`src/rtl/snn_pkg.sv`:
```
// ---------------------------------------------------------------------------
// snn_pkg
// Shared definitions for the spiking convolution datapath: data/packet
// widths, result-packet field positions, the packet builder used by the
// partial-sum accumulator (and decoded by the result memory), and the
// accumulator state encoding.
// No ports (package).
// ---------------------------------------------------------------------------
package snn_pkg;

  localparam int WIDTH_DATA = 13;
  localparam int WIDTH_PKT  = 32;
  localparam int WIDTH_ADDR = 9;
  localparam int THRE       = 64;

  // Result packet layout: [12:0] potential, [21:13] address, rest zero.
  localparam int DATA_LSB   = 0;
  localparam int ADDR_LSB   = 13;

  typedef enum logic [1:0] {
    IDLE  = 2'd0,
    ACCUM = 2'd1,
    EMIT  = 2'd2,
    DONE  = 2'd3
  } acc_state_t;

  // Build a result packet; unused upper bits are forced to zero.
  function automatic logic [WIDTH_PKT-1:0] pack_result(
    input logic [WIDTH_ADDR-1:0] addr,
    input logic [WIDTH_DATA-1:0] data
  );
    logic [WIDTH_PKT-1:0] pkt;
    pkt = {WIDTH_PKT{1'b0}};
    pkt[DATA_LSB +: WIDTH_DATA] = data;
    pkt[ADDR_LSB +: WIDTH_ADDR] = addr;
    return pkt;
  endfunction

endpackage

```
`src/rtl/psum_accumulator_if.sv`:
```
// ---------------------------------------------------------------------------
// psum_accumulator_if
// Handshake bundle of the partial-sum accumulator: the partial-sum input
// stream (valid/ready/data) and the result-packet output stream.
// Signals:
//   in_valid  : partial sum valid          (producer -> accumulator)
//   in_ready  : accumulator takes a psum   (accumulator -> producer)
//   in_psum   : partial sum, WIDTH_DATA    (producer -> accumulator)
//   out_valid : result packet valid        (accumulator -> result memory)
//   out_ready : result memory takes packet (result memory -> accumulator)
//   out_pkt   : result packet, WIDTH_PKT   (accumulator -> result memory)
// Modports: master = environment side, slave = accumulator side.
// ---------------------------------------------------------------------------
interface psum_accumulator_if #(
  parameter int WIDTH_DATA = 13,
  parameter int WIDTH_PKT  = 32
) ();

  logic                  in_valid;
  logic                  in_ready;
  logic [WIDTH_DATA-1:0] in_psum;
  logic                  out_valid;
  logic                  out_ready;
  logic [WIDTH_PKT-1:0]  out_pkt;

  modport master (
    output in_valid,
    output in_psum,
    output out_ready,
    input  in_ready,
    input  out_valid,
    input  out_pkt
  );

  modport slave (
    input  in_valid,
    input  in_psum,
    input  out_ready,
    output in_ready,
    output out_valid,
    output out_pkt
  );

endinterface

```
`src/rtl/psum_accumulator_sat_add.sv`:
```
// ---------------------------------------------------------------------------
// sat_add
// Combinational unsigned saturating adder. The sum is formed one bit wider
// than the operands; a carry out clamps the result to all-ones and raises
// o_ovf.
// Ports:
//   i_a, i_b : operands, WIDTH bits
//   o_sum    : saturated sum, WIDTH bits
//   o_ovf    : 1 when the sum was clamped
// ---------------------------------------------------------------------------
module sat_add #(
  parameter int WIDTH = 13
) (
  input  logic [WIDTH-1:0] i_a,
  input  logic [WIDTH-1:0] i_b,
  output logic [WIDTH-1:0] o_sum,
  output logic             o_ovf
);

  logic [WIDTH:0] w_full;

  assign w_full = {1'b0, i_a} + {1'b0, i_b};
  assign o_ovf  = w_full[WIDTH];
  assign o_sum  = w_full[WIDTH] ? {WIDTH{1'b1}} : w_full[WIDTH-1:0];

endmodule

```
`src/rtl/psum_accumulator.sv`:
```
// ---------------------------------------------------------------------------
// psum_accumulator
// Sums NUM_PSUM consecutive partial sums per output neuron into a saturating
// WIDTH_DATA-bit potential, walks the DEPTH_R x DEPTH_R output map in
// row-major order and emits one result packet per neuron to the result
// memory. A frame starts on a start pulse in IDLE and ends with a one-cycle
// frame_done after the last neuron's packet is accepted.
// Ports:
//   clk        : clock, rising edge
//   rst_n      : synchronous active-low reset
//   start      : one-cycle frame start pulse, honoured only in IDLE
//   bus        : slave side of psum_accumulator_if (psum in, packet out)
//   frame_done : one-cycle pulse after the last packet is accepted
//   sat_seen   : sticky flag, some neuron sum saturated in this frame
// ---------------------------------------------------------------------------
module psum_accumulator #(
  parameter int WIDTH_DATA = snn_pkg::WIDTH_DATA,
  parameter int WIDTH_PKT  = snn_pkg::WIDTH_PKT,
  parameter int WIDTH_ADDR = snn_pkg::WIDTH_ADDR,
  parameter int DEPTH_R    = 21,
  parameter int NUM_PSUM   = 3
) (
  input  logic                clk,
  input  logic                rst_n,
  input  logic                start,
  psum_accumulator_if.slave   bus,
  output logic                frame_done,
  output logic                sat_seen
);

  import snn_pkg::*;

  localparam int NUM_NEUR  = DEPTH_R * DEPTH_R;
  // A single-psum configuration still needs a 1-bit counter.
  localparam int WIDTH_CNT = (NUM_PSUM > 1) ? $clog2(NUM_PSUM) : 1;
  localparam logic [WIDTH_ADDR-1:0] LAST_ADDR = WIDTH_ADDR'(NUM_NEUR - 1);
  localparam logic [WIDTH_CNT-1:0]  LAST_CNT  = WIDTH_CNT'(NUM_PSUM - 1);

  acc_state_t            r_state;
  acc_state_t            w_state_nxt;
  logic [WIDTH_DATA-1:0] r_acc;
  logic [WIDTH_DATA-1:0] w_acc_nxt;
  logic [WIDTH_CNT-1:0]  r_cnt;
  logic [WIDTH_CNT-1:0]  w_cnt_nxt;
  logic [WIDTH_ADDR-1:0] r_addr;
  logic [WIDTH_ADDR-1:0] w_addr_nxt;
  logic                  r_out_valid;
  logic                  w_out_valid_nxt;
  logic [WIDTH_PKT-1:0]  r_out_pkt;
  logic [WIDTH_PKT-1:0]  w_out_pkt_nxt;
  logic                  r_frame_done;
  logic                  w_frame_done_nxt;
  logic                  r_sat_seen;
  logic                  w_sat_seen_nxt;

  logic                  w_in_ready;
  logic                  w_accept;
  logic                  w_last_psum;
  logic                  w_last_addr;
  logic [WIDTH_DATA-1:0] w_sum;
  logic                  w_sum_ovf;

  // in_ready is the only output decoded straight from the state register.
  assign w_in_ready  = (r_state == ACCUM);
  assign w_accept    = w_in_ready & bus.in_valid;
  assign w_last_psum = (r_cnt == LAST_CNT);
  assign w_last_addr = (r_addr == LAST_ADDR);

  assign bus.in_ready  = w_in_ready;
  assign bus.out_valid = r_out_valid;
  assign bus.out_pkt   = r_out_pkt;
  assign frame_done    = r_frame_done;
  assign sat_seen      = r_sat_seen;

  sat_add #(
    .WIDTH (WIDTH_DATA)
  ) u_sat_add (
    .i_a   (r_acc),
    .i_b   (bus.in_psum),
    .o_sum (w_sum),
    .o_ovf (w_sum_ovf)
  );

  // State and output/datapath registers with synchronous reset.
  always_ff @(posedge clk) begin
    if (!rst_n) begin
      r_state      <= IDLE;
      r_acc        <= {WIDTH_DATA{1'b0}};
      r_cnt        <= {WIDTH_CNT{1'b0}};
      r_addr       <= {WIDTH_ADDR{1'b0}};
      r_out_valid  <= 1'b0;
      r_out_pkt    <= {WIDTH_PKT{1'b0}};
      r_frame_done <= 1'b0;
      r_sat_seen   <= 1'b0;
    end else begin
      r_state      <= w_state_nxt;
      r_acc        <= w_acc_nxt;
      r_cnt        <= w_cnt_nxt;
      r_addr       <= w_addr_nxt;
      r_out_valid  <= w_out_valid_nxt;
      r_out_pkt    <= w_out_pkt_nxt;
      r_frame_done <= w_frame_done_nxt;
      r_sat_seen   <= w_sat_seen_nxt;
    end
  end

  // Next-state decode.
  always_comb begin
    w_state_nxt = r_state;
    case (r_state)
      IDLE: begin
        if (start) begin
          w_state_nxt = ACCUM;
        end else begin
          w_state_nxt = IDLE;
        end
      end
      ACCUM: begin
        if (w_accept && w_last_psum) begin
          w_state_nxt = EMIT;
        end else begin
          w_state_nxt = ACCUM;
        end
      end
      EMIT: begin
        if (bus.out_ready) begin
          w_state_nxt = w_last_addr ? DONE : ACCUM;
        end else begin
          w_state_nxt = EMIT;
        end
      end
      DONE: begin
        w_state_nxt = IDLE;
      end
      default: begin
        w_state_nxt = IDLE;
      end
    endcase
  end

  // Next values of the datapath and the registered outputs.
  always_comb begin
    w_acc_nxt        = r_acc;
    w_cnt_nxt        = r_cnt;
    w_addr_nxt       = r_addr;
    w_out_valid_nxt  = r_out_valid;
    w_out_pkt_nxt    = r_out_pkt;
    w_frame_done_nxt = 1'b0;
    w_sat_seen_nxt   = r_sat_seen;
    case (r_state)
      IDLE: begin
        w_out_valid_nxt = 1'b0;
        if (start) begin
          w_addr_nxt     = {WIDTH_ADDR{1'b0}};
          w_acc_nxt      = {WIDTH_DATA{1'b0}};
          w_cnt_nxt      = {WIDTH_CNT{1'b0}};
          w_sat_seen_nxt = 1'b0;
        end else begin
          w_sat_seen_nxt = r_sat_seen;
        end
      end
      ACCUM: begin
        if (w_accept) begin
          w_acc_nxt      = w_sum;
          w_sat_seen_nxt = r_sat_seen | w_sum_ovf;
          if (w_last_psum) begin
            // Packet carries the freshly saturated sum, not the old acc.
            w_out_pkt_nxt   = pack_result(r_addr, w_sum);
            w_out_valid_nxt = 1'b1;
          end else begin
            w_cnt_nxt = r_cnt + WIDTH_CNT'(1);
          end
        end else begin
          w_acc_nxt = r_acc;
        end
      end
      EMIT: begin
        if (bus.out_ready) begin
          w_out_valid_nxt = 1'b0;
          if (w_last_addr) begin
            // Address holds at the last neuron; only a new start clears it.
            w_frame_done_nxt = 1'b1;
          end else begin
            w_addr_nxt = r_addr + WIDTH_ADDR'(1);
            w_acc_nxt  = {WIDTH_DATA{1'b0}};
            w_cnt_nxt  = {WIDTH_CNT{1'b0}};
          end
        end else begin
          w_out_valid_nxt = 1'b1;
        end
      end
      DONE: begin
        w_out_valid_nxt = 1'b0;
      end
      default: begin
        w_out_valid_nxt = 1'b0;
      end
    endcase
  end

endmodule

```
`src/flat_wrapper.sv`:
```
// flat-port wrapper written by rule: the top's interface ports become plain ports
module psum_accumulator_flat import snn_pkg::*;
#(
  parameter int WIDTH_DATA = snn_pkg::WIDTH_DATA,
  parameter int WIDTH_PKT  = snn_pkg::WIDTH_PKT,
  parameter int WIDTH_ADDR = snn_pkg::WIDTH_ADDR,
  parameter int DEPTH_R    = 21,
  parameter int NUM_PSUM   = 3
)
  (clk, rst_n, start, frame_done, sat_seen, bus_in_valid, bus_in_psum, bus_out_ready, bus_in_ready, bus_out_valid, bus_out_pkt);
  psum_accumulator_if #(.WIDTH_DATA(WIDTH_DATA), .WIDTH_PKT(WIDTH_PKT)) bus_i ();
  input  logic clk;
  input  logic rst_n;
  input  logic start;
  output logic frame_done;
  output logic sat_seen;
  input wire logic [$bits(bus_i.in_valid)-1:0] bus_in_valid;
  input wire logic [$bits(bus_i.in_psum)-1:0] bus_in_psum;
  input wire logic [$bits(bus_i.out_ready)-1:0] bus_out_ready;
  output wire logic [$bits(bus_i.in_ready)-1:0] bus_in_ready;
  output wire logic [$bits(bus_i.out_valid)-1:0] bus_out_valid;
  output wire logic [$bits(bus_i.out_pkt)-1:0] bus_out_pkt;
  assign bus_i.in_valid = bus_in_valid;
  assign bus_i.in_psum = bus_in_psum;
  assign bus_i.out_ready = bus_out_ready;
  assign bus_in_ready = bus_i.in_ready;
  assign bus_out_valid = bus_i.out_valid;
  assign bus_out_pkt = bus_i.out_pkt;
  psum_accumulator #(.WIDTH_DATA(WIDTH_DATA), .WIDTH_PKT(WIDTH_PKT), .WIDTH_ADDR(WIDTH_ADDR), .DEPTH_R(DEPTH_R), .NUM_PSUM(NUM_PSUM)) u_core (.clk(clk), .rst_n(rst_n), .start(start), .bus(bus_i), .frame_done(frame_done), .sat_seen(sat_seen));
endmodule
```
`config.mk`:
```
export PLATFORM = sky130hd
export DESIGN_NAME = psum_accumulator_flat
export DESIGN_NICKNAME = d
export VERILOG_FILES = /design/src/rtl/snn_pkg.sv /design/src/rtl/psum_accumulator_if.sv /design/src/rtl/psum_accumulator_sat_add.sv /design/src/rtl/psum_accumulator.sv /design/src/flat_wrapper.sv
export SDC_FILE = /design/constraint.sdc
export NUM_CORES = 1
export LEC_CHECK = 0
export ABC_CLOCK_PERIOD_IN_PS = 2700
export CORE_AREA = 2 2 73 92
export CTS_CLUSTER_DIAMETER = 200
export DETAILED_ROUTE_END_ITERATION = 16
export DIE_AREA = 0 0 75 94
export GPL_TIMING_DRIVEN = 0
export PLACE_DENSITY_LB_ADDON = 0.2
export SYNTH_ARGS = -nofsm -noshare
export SYNTH_HDL_FRONTEND = slang
export SYNTH_SLANG_ARGS = --single-unit
```
`constraint.sdc`:
```
create_clock -name clk -period 2.7 [get_ports clk]
set_clock_uncertainty 0.2 [all_clocks]
set_input_delay 0.54 -clock clk [delete_from_list [all_inputs] [get_ports clk]]
set_output_delay 0.54 -clock clk [all_outputs]
set_load 0.01 [all_outputs]
```
==> impl_metrics.csv <==
group,metric,value,unit
routing,num_vias,2458,
grt,grt_start_max_net_pins,18,
grt,grt_pass1_vias,2363,
critical_path,end_kind,"register",
clock_network,root_buffer,"clkbuf_8",
routing,viasPerCell,5.16,
cells_and_area,areaGrowthSynthToFinish,29.7,%
synth,synth_compound_area_frac,0.229,
timing,maxSlewHeadroom,0.582,
floorplan,dieArea,0.00705,mm2
clock_network,clk_latency,0.31,ns
placement,placedCellCount,465,
cells_and_area,fin_nets,425,
grt,grt-ovfl-total,0,
routing,finalWirelength,6420,um
placement,portBuffers,43,
synth,ys_ff_latch,51,
timing,post-route-period-util,0.967,
cells_and_area,antenna_cells,0,
clock_network,clockBufferDepth,2,
outcome,outcome,"finished, final reports clean",
synth,synthSimpleGateAreaFrac,0.207,
power,p_leak,0.00139,uW
synth,yosysUniqueCellTypes,54,
timing,timing.final.ws_setup,0.0882,ns
cells_and_area,fin_cells,476,
synth,synth.area.mux_share,0.00369,
timing,finalSetupViolCount,0,
grt,gr-usage-all-layers,0.195,
cells_and_area,layout_commonest_cell,"dfxtp_1",
synth,post_synth_instance_area,0.00271,mm2
grt,grt_pass1_wl,10700,um
floorplan,die_w,75,um
flow_run,maxCapViolCount,0,
routing,wire_per_inst,13.5,um
synth,synth_edf_count,0,
timing,rsz0062_at_grt,"false",
synth,yosysTopAreaCellShare,0.376,
power,power_density,455,mW/mm2
routing,drt-pass1-iter-count,4,
synth,synth_top_area_cell,"dfxtp_1",
synth,netlist_instances,328,
synth,synth_xor_area_frac,0.0355,
synth,syn_area_per_cell,8.27,um2
timing,fin_crit,2.61,ns
synth,synth_ff_type,"dfxtp_1",
floorplan,start_util,0.443,
synth,yosys.area_share.adder,0.0811,
synth,synthTopCellsByArea,"dfxtp_1 (38%), ha_1 (7.4%), a21oi_1 (5.9%)",
timing,max_freq,383,MHz
synth,async_flop_share,0,
placement,routabilityCongestion,0.917,
timing,hold_violations,0,
clock_network,clock_sinks,51,
critical_path,critPathLaunchType,"input pin",
cells_and_area,fin_util,0.575,
cells_and_area,layout_common_cells,"dfxtp_1 (51), nand2_1 (42), clkdlybuf4s50_1 (42)",
power,vdd_drop_max,0.267,mV
critical_path,critical_path.max_fanout,10,
clock_network,cts_tree,"done",
timing,tightest_slew,0.627,ns
critical_path,path_cells,"clkdlybuf4s50_1, ha_4, a211oi_4, o21bai_2, a21o_1, a31o_1, buf_6, nor4_4, nor3_2",
routing,drtIter0Drc,85,
critical_path,worst_ep_required_time,2.71,ns
clock_network,cts_buffers,5,
clock_network,clk_transition_reported_paths,0.10,ns
routing,ant_nets,0,
synth,synth_top_family_by_area,"compound AO/OA/AOI/OAI gates",
critical_path,crit_arrival,2.62,ns
critical_path,slowest_delay,0.51,ns
floorplan,core_area,0.00613,mm2
timing,tns,0,ns
timing,drv_slew,0,
worst_hold_path,hold_class,"reg -> reg",
placement,post-dp-hpwl,4760,um
synth,yosysSeqAreaShare,0.376,
timing,hold_slack,0.258,ns
synth,synth_warnings,0,
floorplan,fp.dieH,94,um
floorplan,rows,32,
routing,drc_errors,0,
critical_path,cp_slowest_cell,"clkdlybuf4s50_1",
placement,dp_slack,-0.560,ns
floorplan,io_pins,54,
cells_and_area,layout-drive-gt1-share,0.118,
clock_network,cts_max_level,2,
grt,antenna_found_initial,0,
critical_path,critPathKind,"in -> reg",
==> per-layer routing <==
metal  global-route usage  vias to the layer above  routed length [um]
met5                    0                        -                   0
met4               0.0729                        0                 106
met3               0.0290                        7                 211
met2                0.356                       42                3400
met1                0.221                     1152                2700
li1                     -                     1257                   -
==> power by group <==
part	internal, uW	total [uW]	switching, uW	leakage (uW)
clock	281	556	275	0.0000587
combinational	119	269	149	0.000922
sequential	766	776	10.6	0.000412
==> cell usage after synthesis (2+ instances only) <==
cell type / count
a211oi_1: 9
a21o_1: 7
a21oi_1: 32
a221oi_1: 2
a311oi_1: 3
a41oi_1: 2
and3_1: 5
buf_2: 4
buf_4: 10
clkbuf_1: 7
dfxtp_1: 51
ha_1: 16
inv_1: 11
nand2_1: 42
nand2b_1: 6
nand3_1: 7
nand4b_1: 2
nor2_1: 35
nor2b_1: 2
nor3_1: 6
nor3_2: 2
nor4_2: 2
o21a_1: 3
o21ai_0: 20
o21ai_1: 2
o21bai_1: 2
or3_1: 2
xnor2_1: 6
xor2_1: 5
==> state kept, by name, summed over array words and instances, names as in the netlist <==
| register | count |
|---|---|
| u_core.bus.out_pkt | 22 |
| u_core.r_acc | 13 |
| u_core.r_addr | 9 |
| u_core.r_cnt | 2 |
| u_core.r_state | 2 |
| u_core.bus.out_valid | 1 |
| u_core.frame_done | 1 |
| u_core.sat_seen | 1 |
==> worst max-delay path, delay by kind of cell <==
kind	cells	cell delay (ns)
AND/OR/NAND/NOR	2	0.33
buffers and inverters	2	0.66
AO/OA/AOI/OAI	4	0.84
adder cells (fa/ha/maj)	1	0.24
==> path summary, 6_finish.rpt <==
kind | startpoint | end | slack (ns) | depth (start not counted)
worst max-delay path | bus_in_psum[6] | u_core.r_acc[12] | 0.09 | 9
worst min-delay path | u_core.bus.out_pkt[13] | u_core.bus.out_pkt[13] | 0.26 | 2
worst max register to register | u_core.r_addr[0] | u_core.r_acc[9] | 0.41 | 9
worst min register to register | u_core.bus.out_pkt[13] | u_core.bus.out_pkt[13] | 0.26 | 2
==> cells by family after synthesis <==
logic type	Yosys count
multiplexers	1
XOR/XNOR	11
AND/OR/NAND/NOR	118
adder cells (fa/ha/maj)	17
AO/OA/AOI/OAI	95
flip-flops	51
buffers and inverters	34
other	1
==> metrics by stage <==
step	power [uW]	area, um2
floorplan	965	2750
global placement	1040	3280
detailed placement	1040	3280
CTS	1600	3440
global route	1670	3520
finish	1600	3520
==> final cells by class <==
| class | count | area, um2 |
|---|---|---|
| clock inverters | 3 | 47.5 |
| multi-input cells | 252 | 1640 |
| inverters | 12 | 45.0 |
| repair buffers | 46 | 455 |
| fillers | 589 | 2610 |
| plain buffers | 22 | 133 |
| clock buffers | 5 | 68.8 |
| well taps | 85 | 106 |
| flip-flops and latches | 51 | 1020 |
==> timing repair <==
item	in CTS	in global routing
setup endpoints to repair	8	19
gates resized for setup	4	15
buffers inserted	2	1
pin swaps	3	8
hold buffers	0	0
(Power assumes the default switching activity.)
